--- src/rtl/timer_dev.sv ---
// Memory-mapped countdown timer with CTRL/PRESET/COUNT registers, one-shot or
// auto-reload operation and a maskable, registered interrupt request.
module timer_dev (
    input  logic        clk,
    input  logic        reset,
    input  logic [3:2]  Addr,
    input  logic        WE,
    input  logic [31:0] DIN,
    output logic [31:0] DOUT,
    output logic        IRQ
);

    typedef enum logic [1:0] {
        S_IDLE = 2'd0,
        S_LOAD = 2'd1,
        S_CNT  = 2'd2,
        S_INT  = 2'd3
    } state_t;

    state_t      state_r;
    logic [3:0]  ctrl_r;
    logic [31:0] preset_r;
    logic [31:0] count_r;
    logic        pend_r;
    logic        irq_r;

    logic        ctrl_wr_s;
    logic        preset_wr_s;
    logic        en_s;
    logic        auto_s;
    logic        expire_s;
    logic        pend_nxt_s;
    logic [3:0]  ctrl_nxt_s;

    assign ctrl_wr_s   = WE && (Addr == 2'd0);
    assign preset_wr_s = WE && (Addr == 2'd1);
    assign en_s        = ctrl_r[0];
    // Modes 10 and 11 fall back to one-shot behaviour.
    assign auto_s      = (ctrl_r[2:1] == 2'b01);
    assign expire_s    = (state_r == S_CNT) && en_s && (count_r <= 32'd1);

    // Pending flag: expiry beats a coincident software clear so no interrupt is lost.
    always_comb begin
        pend_nxt_s = pend_r;
        if (expire_s) begin
            pend_nxt_s = 1'b1;
        end else if (ctrl_wr_s || preset_wr_s) begin
            pend_nxt_s = 1'b0;
        end else if ((state_r == S_INT) && auto_s) begin
            pend_nxt_s = 1'b0;
        end else begin
            pend_nxt_s = pend_r;
        end
    end

    // Control register: a CPU write overrides the one-shot auto-clear of EN.
    always_comb begin
        ctrl_nxt_s = ctrl_r;
        if (ctrl_wr_s) begin
            ctrl_nxt_s = DIN[3:0];
        end else if ((state_r == S_INT) && !auto_s) begin
            ctrl_nxt_s = {ctrl_r[3:1], 1'b0};
        end else begin
            ctrl_nxt_s = ctrl_r;
        end
    end

    // Register file, countdown FSM and registered interrupt output.
    always_ff @(posedge clk or negedge reset) begin
        if (!reset) begin
            state_r  <= S_IDLE;
            ctrl_r   <= 4'd0;
            preset_r <= 32'd0;
            count_r  <= 32'd0;
            pend_r   <= 1'b0;
            irq_r    <= 1'b0;
        end else begin
            ctrl_r <= ctrl_nxt_s;
            pend_r <= pend_nxt_s;
            irq_r  <= ctrl_nxt_s[3] & pend_nxt_s;
            if (preset_wr_s) begin
                preset_r <= DIN;
            end
            case (state_r)
                S_IDLE: begin
                    if (en_s) begin
                        state_r <= S_LOAD;
                    end
                end
                S_LOAD: begin
                    count_r <= preset_r;
                    state_r <= S_CNT;
                end
                S_CNT: begin
                    if (!en_s) begin
                        state_r <= S_IDLE;
                    end else if (count_r > 32'd1) begin
                        count_r <= count_r - 32'd1;
                    end else begin
                        count_r <= 32'd0;
                        state_r <= S_INT;
                    end
                end
                S_INT: begin
                    if (auto_s && en_s) begin
                        state_r <= S_LOAD;
                    end else begin
                        state_r <= S_IDLE;
                    end
                end
                default: begin
                    state_r <= S_IDLE;
                end
            endcase
        end
    end

    // Combinational read mux over the register window.
    always_comb begin
        DOUT = 32'd0;
        case (Addr)
            2'd0:    DOUT = {28'd0, ctrl_r};
            2'd1:    DOUT = preset_r;
            2'd2:    DOUT = count_r;
            default: DOUT = 32'd0;
        endcase
    end

    assign IRQ = irq_r;

endmodule

--- config.mk ---
export PLATFORM = sky130hd
export DESIGN_NAME = timer_dev
export DESIGN_NICKNAME = d
export VERILOG_FILES = /design/src/rtl/timer_dev.sv
export SDC_FILE = /design/constraint.sdc
export NUM_CORES = 1
export LEC_CHECK = 0
export ABC_AREA = 1
export CORE_ASPECT_RATIO = 0.6
export CORE_MARGIN = 2
export CORE_UTILIZATION = 49
export CTS_CLUSTER_SIZE = 28
export DETAILED_ROUTE_END_ITERATION = 8
export PLACE_DENSITY = 0.81
export SKIP_CTS_REPAIR_TIMING = 1
export SKIP_LAST_GASP = 1
export SYNTH_ARGS = -nofsm -noshare
export SYNTH_HDL_FRONTEND = slang
export SYNTH_SLANG_ARGS = --single-unit
export TNS_END_PERCENT = 30
--- constraint.sdc ---
create_clock -name clk -period 1.7 [get_ports clk]
set_clock_uncertainty 0.05 [all_clocks]
set_input_delay 0.34 -clock clk [delete_from_list [all_inputs] [get_ports clk]]
set_output_delay 0.34 -clock clk [all_outputs]
set_load 0.05 [all_outputs]
==> impl_metrics.env <==
export IMPL_worst_slew_pin_slew_ps=556
export IMPL_fin_setup_tns_ps=-4590
export IMPL_cts_sinks=72
export IMPL_routed_via_density=5.84
export IMPL_hold_violations=56
export IMPL_route_detailed_drc=0
export IMPL_grt_overflow_total=0
export IMPL_cts_tree="built"
export IMPL_synth_edf_count=0
export IMPL_fin_hold_ws_ps=-36.5
export IMPL_ant_nets=0
export IMPL_multi_input_area_um2=2560
export IMPL_swShare_pct=45.6
export IMPL_syn_inst=605
export IMPL_grt_max_degree=73
export IMPL_synth_seq_cells=72
export IMPL_yosys_warnings=0
export IMPL_dpl_hpwl_um=10400
export IMPL_maxCapViolations=0
export IMPL_crit_reg2reg_launch="count_r[0]"
export IMPL_rsz0062_at_grt="true"
export IMPL_r2r_slack_ps=-200
export IMPL_critPathKind="reg2reg"
export IMPL_vias=4994
export IMPL_synth_area_leader_cell="dfrtp_1"
export IMPL_htreeDepth=3
export IMPL_status="finished, violations left"
export IMPL_fin_nets=777
export IMPL_fin_crit_ps=1900
export IMPL_fmax_ghz=0.527
export IMPL_regArea_um2=1800
export IMPL_dp_cells=829
export IMPL_total_power_mw=11.4
export IMPL_slew_viol_final=0
export IMPL_synthTopCellsByCount="nand2_1 (199), dfrtp_1 (72), inv_1 (67)"
export IMPL_clk_path_buf_depth=2
export IMPL_synth_nets=644
export IMPL_clkPwrFrac_pct=18.9
export IMPL_numCtsBuffers=9
export IMPL_async_flop_share_pct=100
export IMPL_insertion_delay_ps=350
export IMPL_critPathLaunchType="flop"
export IMPL_p_comb_share_pct=55.8
export IMPL_reg2reg_depth=14
export IMPL_grt_pass1_wl_um=23700
export IMPL_cp_arrival_ps=2080
export IMPL_p_leak_nw=3.17
export IMPL_io_pins=70
export IMPL_place_congestion=0.917
export IMPL_fin_ws_ps=-198
export IMPL_ys_top_cells_by_area="dfrtp_1 (41%), nand2_1 (17%), inv_1 (5.7%)"
export IMPL_p_switching_mw=5.17
export IMPL_irDropWorstVdd_mv=0.972
export IMPL_die_w_um=126
export IMPL_dieArea_um2=9760
export IMPL_antenna_found_initial=0
export IMPL_root_buffer="clkbuf_16"
export IMPL_die_h_um=77.3
export IMPL_cts_clk_slew_worst_paths_ps=70
export IMPL_critPathLaunch="count_r[0]"
export IMPL_synth_area_per_cell_um2=7.26
export IMPL_drive_above_1_share_pct=29.6
export IMPL_endpoint="count_r[25]"
export IMPL_grt_pass1_vias=4759
export IMPL_hold_class="in2async"
export IMPL_ys_seq_area_share_pct=41.0
export IMPL_drt_pass1_iter_count=7
export IMPL_finalSetupViolCount=41
export IMPL_p_seq_share_pct=25.3
export IMPL_track_usage_pct=31.1
export IMPL_critPathRequiredTime_ps=1880
export IMPL_ys_flop_type="dfrtp_1"
export IMPL_max_slew_margin_pct=62.9
export IMPL_port_buffers=69
export IMPL_ys_types=29
export IMPL_fp_coreArea_um2=8620
export IMPL_p_per_area_nw_per_um2=1660
export IMPL_netlist_area_um2=4390
export IMPL_p_int_mw=6.18
export IMPL_routed_wl_um=16500
export IMPL_syn2layout_area_growth_pct=56.1
export IMPL_rows=26
export IMPL_wl_per_cell_um=19.2
export IMPL_antennaDiodeCount=0
export IMPL_yosys_area_top_type_share_pct=41.0
export IMPL_end_kind="flop"
export IMPL_violations="negative hold slack, negative setup slack"
export IMPL_r2r_end="count_r[25]"
export IMPL_fin_crit_sh_pct=112
export IMPL_start_util_pct=51.0
export IMPL_critPathMaxFanout=14
export IMPL_synth_most_common_cell="nand2_1"
export IMPL_final_cells=855
export IMPL_fillers=537
export IMPL_initialDrtViolationCount=597
per-layer routing:
| layer | global-route usage, % | vias up | part of all wire [%] |
|---|---|---|---|
| li1 | - | 2193 | - |
| met1 | 44.0 | 2392 | 42 |
| met2 | 48.6 | 354 | 45 |
| met3 | 6.62 | 55 | 10 |
| met4 | 8.79 | 0 | 2.7 |
| met5 | 0 | - | 0 |
cell families after synthesis:
logic type / count (synthesis) / share of synthesized area (%)
simple gates: 317 / 31.4
xor+xnor: 13 / 2.59
flops: 72 / 41.0
compound gates: 92 / 11.8
fa+ha+maj: 2 / 0.570
mux: 16 / 4.10
buf+inv: 93 / 8.52
worst max-delay path, stage by stage, from the launching register on:
cell and delay [ps]:
dfrtp_1 410, inv_2 100, ha_4 170, inv_1 60
nand2_1 60, nand2_1 80, nor2_2 140, nand3_2 110
nor2_4 140, nor2_4 50, buf_12 150, nand3_1 80
nand2_1 60, nand2_1 60, nand2_1 60
worst min-delay path by stage:
| stage | from | endpoint | slack (ps) | depth (start not counted) |
|---|---|---|---|---|
| 3_3_place_gp | reset | preset_r[14] | 350 | 2 |
| 3_5_place_dp | reset | preset_r[8] | 350 | 2 |
| 6_report | reset | preset_r[14] | -40 | 2 |
| 5_1_grt | reset | preset_r[14] | 20 | 2 |
| 2_1_floorplan | reset | IRQ | -6 | 0 |
| 4_1_cts | reset | preset_r[8] | -4 | 2 |
power by group through the flow:
stage          logic [mW]  clock network [mW]  registers (mW)
2_1_floorplan        3.24                   0            2.74
3_3_place_gp         5.39                   0            2.81
3_5_place_dp         5.60                   0            2.83
4_1_cts              5.70                2.11            2.80
5_1_grt              6.77                2.20            2.91
6_report             6.34                2.14            2.87
cells in the final DEF, fill, tap and decap left out, types with 2 or more instances in the layout:
cell type	netlist	routed
nand2_1	199	197
dfrtp_1	72	70
inv_1	67	60
buf_4	2	57
nor2_1	55	54
buf_12	0	41
clkdlybuf4s50_1	0	33
nand3_1	21	21
nor2_2	18	18
o21ai_0	32	16
a21oi_1	16	16
o22ai_1	27	15
xor2_1	12	12
clkbuf_16	0	12
o22ai_4	0	11
o21ai_1	10	11
o21ai_2	0	10
inv_2	6	9
nor2_4	8	9
mux2_2	9	9
mux2_1	7	7
nand2_2	5	6
nand4_1	6	6
buf_6	1	6
o21ai_4	0	5
inv_6	0	4
nand3_2	4	4
o221ai_4	0	3
nand2_4	1	2
inv_4	0	2
a22oi_1	2	2
bufinv_16	0	2
clkinvlp_4	0	2
dfrtp_2	0	2
sequential cells by signal, indices dropped and copies added, names as in the netlist:
register and flops:
ctrl_r 4, state_r 2, pend_r 1, preset_r 32, count_r 32, IRQ 1
through the flow:
| stage | hold WS [ps] | util (%) | instance area (µm²) | worst slack (ps) |
|---|---|---|---|---|
| 2_1_floorplan | -5.59 | - | 4490 | -266 |
| 3_3_place_gp | 349 | 70.9 | 6110 | -364 |
| 3_5_place_dp | 351 | 70.9 | 6110 | -411 |
| 4_1_cts | -4.02 | 74.7 | 6440 | -433 |
| 5_1_grt | 22.2 | 79.6 | 6860 | -319 |
| 6_report | -36.5 | 79.6 | 6860 | -198 |
layout make-up:
type                            instances  area share, %
Multi-Input combinational cell        440           37.3
Sequential cell                        72           26.3
Timing Repair Buffer                  142           25.4
Inverter                               73           4.21
Clock buffer                            9           3.28
Tap cell                              112           2.04
Clock inverter                          7           1.48
Power figures use the tool's default switching activity.
